File: src/rtl/instr_fetch32.sv
// Fetch stage with a FETCH/EXEC handshake: 1+ cycles in FETCH waiting on imem_ready, then EXEC held by stall_in.
// Define FETCH_TIMEOUT_EN to add a HALT state and a sticky fetch_err after TIMEOUT unanswered fetch cycles.
module instr_fetch32 #(
  parameter logic [31:0] RESET_PC = 32'h0000_0000,
  parameter int          IMEM_AW  = 14
`ifdef FETCH_TIMEOUT_EN
  ,
  parameter int          TIMEOUT  = 16
`endif
) (
  input  logic               clock,
  input  logic               reset,
  output logic               imem_req,
  output logic [IMEM_AW-1:0] imem_addr,
  input  logic [31:0]        imem_rdata,
  input  logic               imem_ready,
  input  logic [31:0]        Addr_Result,
  input  logic               Zero,
  input  logic [31:0]        Read_data_1,
  input  logic               Branch,
  input  logic               nBranch,
  input  logic               Jmp,
  input  logic               Jal,
  input  logic               Jr,
  input  logic               stall_in,
  output logic [31:0]        Instruction,
  output logic [31:0]        PC_plus_4,
  output logic [31:0]        pc,
  output logic [31:0]        link_addr,
  output logic               inst_valid,
`ifdef FETCH_TIMEOUT_EN
  output logic               fetch_err,
`endif
  output logic [31:0]        instret
);

  typedef enum logic [1:0] {
    FETCH = 2'd0,
    EXEC  = 2'd1
`ifdef FETCH_TIMEOUT_EN
    ,
    HALT  = 2'd2
`endif
  } state_t;

  state_t      state;
  state_t      state_nxt;
  logic [31:0] next_pc;
  logic [31:0] jr_target;
  logic        br_taken;

`ifdef FETCH_TIMEOUT_EN
  localparam int TCW = $clog2(TIMEOUT + 1);
  logic [TCW-1:0] tcnt;
  logic           tmo_hit;
  assign tmo_hit = (tcnt == TCW'(TIMEOUT - 1));
`endif

  assign PC_plus_4 = pc + 32'd4;
  assign imem_addr = pc[IMEM_AW+1:2];
  assign jr_target = Read_data_1 & ~32'h0000_0003;
  assign br_taken  = (Branch & Zero) | (nBranch & ~Zero);

  always_comb begin
    next_pc = PC_plus_4;
    if (Jr)
      next_pc = jr_target;
    else if (Jmp | Jal)
      next_pc = {PC_plus_4[31:28], Instruction[25:0], 2'b00};
    else if (br_taken)
      next_pc = Addr_Result;
  end

  always_ff @(posedge clock) begin
    if (reset)
      state <= FETCH;
    else
      state <= state_nxt;
  end

  always_comb begin
    state_nxt = state;
    case (state)
      FETCH: begin
        if (imem_ready)
          state_nxt = EXEC;
`ifdef FETCH_TIMEOUT_EN
        else if (tmo_hit)
          state_nxt = HALT;
`endif
      end
      EXEC: begin
        if (!stall_in)
          state_nxt = FETCH;
      end
`ifdef FETCH_TIMEOUT_EN
      HALT:    state_nxt = HALT;
`endif
      default: state_nxt = FETCH;
    endcase
  end

  always_comb begin
    imem_req   = (state == FETCH) & ~reset;
    inst_valid = (state == EXEC);
  end

  always_ff @(posedge clock) begin
    if (reset) begin
      pc          <= RESET_PC;
      Instruction <= '0;
      link_addr   <= '0;
      instret     <= '0;
    end else begin
      if (state == FETCH && imem_ready)
        Instruction <= imem_rdata;
      if (state == EXEC && !stall_in) begin
        pc      <= next_pc;
        instret <= instret + 32'd1;
        if (Jal)
          link_addr <= PC_plus_4;
      end
    end
  end

`ifdef FETCH_TIMEOUT_EN
  // Counter only runs while a fetch is outstanding, so it is zero on every FETCH entry.
  always_ff @(posedge clock) begin
    if (reset) begin
      tcnt      <= '0;
      fetch_err <= 1'b0;
    end else begin
      if (state == FETCH && !imem_ready)
        tcnt <= tcnt + 1'b1;
      else
        tcnt <= '0;
      if (state == FETCH && !imem_ready && tmo_hit)
        fetch_err <= 1'b1;
    end
  end
`endif

endmodule
File: config.mk
export PLATFORM = sky130hd
export DESIGN_NAME = instr_fetch32
export DESIGN_NICKNAME = d
export VERILOG_FILES = /design/src/rtl/instr_fetch32.sv
export SDC_FILE = /design/constraint.sdc
export NUM_CORES = 1
export LEC_CHECK = 0
export BUFFER_PORTS_ARGS = -buffer_cell sky130_fd_sc_hd__buf_2
export CORE_AREA = 3 3 102 177
export DETAILED_ROUTE_END_ITERATION = 12
export DIE_AREA = 0 0 105 180
export PLACE_DENSITY = 0.68
export SYNTH_ARGS = -nofsm -noshare
export SYNTH_HDL_FRONTEND = slang
export SYNTH_SLANG_ARGS = --single-unit
File: constraint.sdc
create_clock -name clock -period 4.3 [get_ports clock]
set_input_delay 0.86 -clock clock [delete_from_list [all_inputs] [get_ports clock]]
set_output_delay 0.86 -clock clock [all_outputs]
set_load 0.01 [all_outputs]
# Yosys cells after proc, flatten, opt, wreduce, memory -nomap -nowiden
# Index checks and enable logic that the tools add are counted.
[word_totals] reg_bits=130 output_inout_bits=176 input_bits=106 elab_cells=29
[classes] n_reduce_logical=6 mux=6 bitwise=7 n_eq_ne=3 addsub=2
[op_table] op="32-bit two-way mux" n=3
[op_table] op="32-bit by 1-bit adder with 32-bit output (second input constant)" n=1
[op_table] op="32-bit by 3-bit adder with 32-bit output (second input constant)" n=1
[op_table] op="2-bit two-way mux" n=2
[op_table] op="2-bit inequality test (second input constant)" n=2
[op_table] op="2-bit case mux with 2 select lines" n=1
[op_table] op="2-bit AND reduction" n=2
[op_table] op="1-bit AND" n=3
[op_table] op="2-bit by 1-bit equality test with 1-bit output (second input constant)" n=1
[op_table] op="1-bit logical AND" n=2
[op_table] op="2-bit zero test" n=1
[op_table] op="1-bit NOT" n=2
[op_table] op="1-bit bitwise OR" n=2
[op_table] op="1-bit zero test" n=1

# Depth between registers and ports, before layout
# Gate-level depths: netlist (run 1).
[logic_depth] ltp_word=6 ltp_mapped=8 depth_no_buf=6

# Least setup slack after synthesis (run 1)
# Ideal clock, no wire load.
[synth_timing] path_kind="reg2out" from="reg pc[2]" to="out PC_plus_4[20]" arrival_ps=1997 path_buffers=1 t_required_ps=3440 path_stages_with_launch=7 slack_ps=1443 cell_sequence="dfxtp_1 > ha_1 > nand3_1 > or4_1 > buf_4 > o31a_1 > or2_1"
[synth_between] elab_chain_cells=1
[synth_lines] element="from (decl)" line="28" text="output logic [31:0] pc,"
[synth_lines] element="from (signal assigned)" line="118" text="pc <= next_pc;"
[synth_lines] element="32-bit by 3-bit adder with 32-bit output" line="59" text="assign PC_plus_4 = pc + 32'd4;"
[synth_lines] element="to (decl)" line="27" text="output logic [31:0] PC_plus_4,"
# No other way between the ends.

# Final worst setup path (run 1)
# Same ends and word-level chain as after synthesis.

==> impl_metrics.tcl, run 1 <==
set metrics [dict create \
    initial_core_util_pct 39.2 \
    path_clk_slew_ps 70 \
    final_nets 1192 \
    cts_buffers 17 \
    wl_um 24000 \
    synth_seq_area_share_pct 39.0 \
    rsz0062_at_grt "false" \
    ys_ff_latch 129 \
    gr-usage-met2_pct 43.9 \
    seqCellArea_um2 2580 \
    chipHeight_um 180 \
    drt_iter0_drc 447 \
    core-area_um2 16900 \
    reg2reg_from "pc[2]$_SDFFE_PP0P_" \
    syn_inst 850 \
    routedWlPerCell_um 18.1 \
    path_max_fanout 8 \
    worstRegToRegCells 6 \
    crit_start "pc[2]$_SDFFE_PP0P_" \
    grt_use_total_pct 25.0 \
    postCtsHoldBufs 0 \
    drcViolationCount 0 \
    gp_congestion 0.912 \
    crit_chain "ha_1 -> nand3_1 -> or4_1 -> o31a_1 -> or2_1 -> buf_2" \
    cap_violations 0 \
    cellLeakagePower_uw 0.00395 \
    grt_pass1_vias 6761 \
    tns_ps 0 \
    place_hpwl_um 18300 \
    ir_drop_v 0.000237 \
    multi_input_area_um2 3620 \
    whs_ps 454 \
    grt_util_met1_pct 28.6 \
    syn_to_final_growth_pct 30.3 \
    port-buffer-count 279 \
    die-area_um2 18900 \
    antenna_found_initial 0 \
    ant_nets 0 \
    worstSkewPairLatency_ps 420 \
    ys_warn_count 0 \
    top_usage_layer "met2" \
    fp.dieW_um 105 \
    hold_violations 0 \
    use_met3_pct 5.86 \
    synth_area_leaders "dfxtp_1 (39%), nand2_1 (6.8%), nor2_1 (5.7%)" \
    synth_edf_count 0 \
    ctsResizeCount 0 \
    finalSetupViolCount 0 \
    ys_types 68 \
    io_pins 282 \
    synth_top_area_share_pct 39.0 \
    fin_crit_ps 3720 \
    r2r-end "pc[16]$_SDFFE_PP0P_" \
    numClockSinks 129 \
    power_per_cell_area_nw_per_um2 362 \
    avgSynthCellArea_um2 7.78 \
    outcome "finished clean" \
    cts_max_path_buffers 2 \
    n_antenna_cell 0 \
    min_path_type "reg2reg" \
    crit_path_top_delay_cell "or4_1" \
    async_reset_ff_share_pct 0 \
    max-slew-margin-rel_pct 18.8 \
    grt_pass1_wl_um 37500 \
    viasPerCell 5.31 \
    overflow 0 \
    worstSetupEndpointType "output port" \
    critPathRequiredTime_ps 3440 \
    cts_tree "yes" \
    cpPeakStageDelay_ps 730 \
    fp-row-count 63 \
    first_pass_iters 6 \
    fillers 1731 \
    fin_crit_sh_pct 86.6 \
    regToRegSetupSlack_ps 1780 \
    cts_root_buf "clkbuf_16" \
    syn-cell-area_um2 6620 \
    yosys.area.top_type "dfxtp_1" \
    fmax_ghz 0.269 \
    ctsHtreeMaxLevel 4 \
    syn_nets 958 \
    postCtsSetupBuffers 0 \
    drive_gt1_share_pct 31.4 \
    worstPathArrival_ps 2860 \
    vias 7028 \
    worst_pin_slew_ps 1210 \
    mostFrequentLayoutCells "buf_2 (278), dfxtp_1 (129), nand2_1 (120)" \
    worstSetupPathType "reg2out" \
    cp-endpoint "PC_plus_4[20]" \
    cp-start-kind "flop" \
    skew_ps 12.8 \
    grt_start_max_net_pins 61 \
    final_common_cell "buf_2" \
    synth_ff_type "dfxtp_1" \
    drv_slew 0 \
]
[metrics by stage]
stage | instance area, um^2 | total power [uW] | setup WS [ps] | instances | util, %
4_1_cts | 8620 | 3150 | 558 | 1323 | 51.1
2_1_floorplan | 6620 | 1530 | 1440 | 850 | -
6_report | 8620 | 3120 | 576 | 1323 | 51.1
3_5_place_dp | 8040 | 1710 | 1020 | 1292 | 47.7
3_3_place_gp | 8040 | 1710 | 1050 | 1292 | 47.7
5_1_grt | 8620 | 3250 | 440 | 1323 | 51.1
[report_power, final]
part	switching [uW]	total [uW]	leakage (uW)	internal (uW)
Sequential	51.7	1290	0.00105	1240
Combinational	239	394	0.00262	154
Clock	567	1430	0.000278	866
[sequential cells by signal, summed over array words and instances, names as in the netlist]
name         count
link_addr       32
Instruction     32
pc              32
instret         32
state            1
[synthesized netlist by cell type (8+ instances only)]
master,count
buf_4,18
nand3_1,39
nand2_1,120
xor2_1,21
and3_1,8
nor2_1,101
a211oi_1,14
or3_1,9
clkbuf_1,48
dfxtp_1,129
inv_1,16
a21oi_1,62
o21ai_0,43
nor3_1,36
xnor2_1,32
nand4_1,16
[routing by layer]
metal	vias up	share of wire [%]
met5	-	0
met4	0	3.3
met3	48	6.8
met2	289	51
met1	3257	38
li1	3434	-
[worst min-delay path by stage]
stage	startpoint	to	cells after the start
6_report	Instruction[28]$_SDFFE_PP0P_	Instruction[28]$_SDFFE_PP0P_	2
5_1_grt	Instruction[29]$_SDFFE_PP0P_	Instruction[29]$_SDFFE_PP0P_	2
4_1_cts	Instruction[28]$_SDFFE_PP0P_	Instruction[28]$_SDFFE_PP0P_	2
3_5_place_dp	Instruction[28]$_SDFFE_PP0P_	Instruction[28]$_SDFFE_PP0P_	2
3_3_place_gp	Instruction[30]$_SDFFE_PP0P_	Instruction[30]$_SDFFE_PP0P_	2
2_1_floorplan	Instruction[26]$_SDFFE_PP0P_	Instruction[26]$_SDFFE_PP0P_	2
[worst max-delay path, delay by kind of cell (launching register included)]
family	cells	cell delay [ps]
compound gates	1	360
fa+ha+maj	1	230
buf+inv	1	150
flops	1	460
simple gates	3	1250
[kinds of logic after synthesis]
logic type / count (synthesis) / share of synthesized area, %
buffers and inverters: 93 / 6.37
adders and majority gates: 2 / 0.378
AOI/OAI and AO/OA: 187 / 18.0
muxes: 5 / 0.775
and+or+nand+nor: 380 / 28.2
xor gates and xnor gates: 54 / 7.26
DFF: 129 / 39.0
[area by class of cell]
class / instances / area share (%)
multi-input combinational: 628 / 42.0
inverter: 16 / 0.697
sequential: 129 / 30.0
clock buffer: 18 / 5.10
clock inverter: 13 / 1.60
timing repair buffer: 292 / 17.4
tap: 227 / 3.30
No activity file was read; power rests on OpenSTA's default activity.
==> run 2, diff against run 1 <==
ABC_CLOCK_PERIOD_IN_PS = 4300   (was default)
REMOVE_ABC_BUFFERS = 1   (was default)
==> run 2 against run 1 <==
Effect of this change:
- routed wire length up 5.1%
- critical path depth down 1
- maximum frequency down 4.5%
- total power up 5.0%
- sequential power about the same
- critical path type unchanged
==> impl_metrics.tcl, run 2 (synthesized netlist as in run 1, its figures left out) <==
set metrics [dict create \
    dp.cells 1294 \
    p_clk_share_pct 48.3 \
    worstSkewPairLatency_ps 410 \
    gr-usage-met2_pct 48.3 \
    syn_to_final_growth_pct 31.6 \
    final_cell_area_um2 8700 \
    cp-start-kind "flop" \
    port-buffer-count 279 \
    grt_util_met1_pct 29.4 \
    io_pins 282 \
    postCtsSetupBuffers 0 \
    core-area_um2 16900 \
    cellLeakagePower_uw 0.00399 \
    tns_ps 0 \
    skew_ps 12.0 \
    outcome "finished clean" \
    worstSetupEndpointType "output port" \
    min_path_type "reg2reg" \
    finalNonFillerCells 1326 \
    viasPerCell 5.39 \
    wl_um 25200 \
    rsz0062_at_grt "false" \
    fp-row-count 63 \
    comb_power_share_pct 12.2 \
    final_common_cell "buf_2" \
    initial_core_util_pct 39.2 \
    worstSetupPathType "reg2out" \
    grt_start_max_net_pins 57 \
    swShare_pct 26.7 \
    hold_violations 0 \
    use_met3_pct 3.99 \
    p_seq_share_pct 39.5 \
    vias 7151 \
    switchingPower_uw 875 \
    path_clk_slew_ps 60 \
    ir_drop_v 0.000237 \
    chipHeight_um 180 \
    grt_pass1_wl_um 39100 \
    utilization_pct 51.6 \
    intPower_uw 2400 \
    drt_iter0_drc 454 \
    antenna_found_initial 1 \
    worst_pin_slew_ps 1150 \
    ant_nets 0 \
    power_per_cell_area_nw_per_um2 376 \
    fin_crit_ps 3900 \
    fin_crit_sh_pct 90.7 \
    drv_slew 0 \
    top_usage_layer "met2" \
    cts_root_buf "clkbuf_16" \
    path_max_fanout 7 \
    ctsResizeCount 0 \
    cts_max_path_buffers 2 \
    placed_cell_area_um2 8070 \
    first_pass_iters 5 \
    die-area_um2 18900 \
    postCtsHoldBufs 0 \
    drive_gt1_share_pct 31.8 \
    place_hpwl_um 18200 \
    grt_pass1_vias 7092 \
    drcViolationCount 0 \
    max-slew-margin-rel_pct 22.9 \
    grt_use_total_pct 26.1 \
    cts_tree "yes" \
    fmax_ghz 0.256 \
    worstPathArrival_ps 3040 \
    ctsHtreeMaxLevel 4 \
    overflow 0 \
    gp_congestion 0.830 \
    routedWlPerCell_um 19.0 \
    cts_buffers 17 \
    cap_violations 0 \
    finalSetupViolCount 0 \
    numClockSinks 129 \
    mostFrequentLayoutCells "buf_2 (278), dfxtp_1 (129), nand2_1 (120)" \
    final_nets 1194 \
    critPathRequiredTime_ps 3440 \
    fp.dieW_um 105 \
]
[run 2: cell types whose count changed in the layout (fill, tap and decap cells not counted), moves of 2 or more]
cell / previous run / this run
nor2_2: 0 / 2
nor2_1: 101 / 99
buf_4: 14 / 16
bufinv_16: 2 / 4
clkinv_2: 4 / 2
[run 2: final timing paths]
path,from,to,slack (ps),depth (start not counted)
max,pc[2]$_SDFFE_PP0P_,PC_plus_4[19],400,5
min,Instruction[28]$_SDFFE_PP0P_,Instruction[28]$_SDFFE_PP0P_,450,2
min reg2reg,Instruction[28]$_SDFFE_PP0P_,Instruction[28]$_SDFFE_PP0P_,450,2
max reg2reg,pc[2]$_SDFFE_PP0P_,pc[19]$_SDFFE_PP0P_,1510,5
[run 2: critical path, stage by stage (launching register included)]
cell,delay (ps)
dfxtp_1,470
nand4_1,440
nor4_1,1000
nand3_1,300
xnor2_1,250
buf_2,170
[run 2: per-stage QoR]
stage	total power (uW)	setup slack (ps)	hold slack (ps)
after floorplan	1490	1290	474
after global placement	1710	973	440
after detailed placement	1720	922	445
after CTS	3290	475	454
after global routing	3390	363	474
final	3270	399	452
[run 2: power by group through the flow]
stage	combinational, uW	sequential (uW)	clock [uW]
after global routing	440	1300	1650
after global placement	397	1320	0
final	399	1290	1580
after floorplan	158	1330	0
after detailed placement	400	1320	0
after CTS	402	1290	1600
[run 2: layer usage]
layer	part of all wire [%]	up-vias
li1	-	3441
met1	38	3384
met2	53	279
met3	5.5	47
met4	3.3	0
met5	0	-
[run 2: layout make-up]
cell class | instances | area [um^2]
Sequential cell | 129 | 2580
Multi-Input combinational cell | 628 | 3630
Fill cell | 1734 | 8160
Tap cell | 227 | 284
Inverter | 16 | 60.1
Clock buffer | 19 | 453
Timing Repair Buffer | 294 | 1510
Antenna cell | 1 | 2.50
Clock inverter | 12 | 180
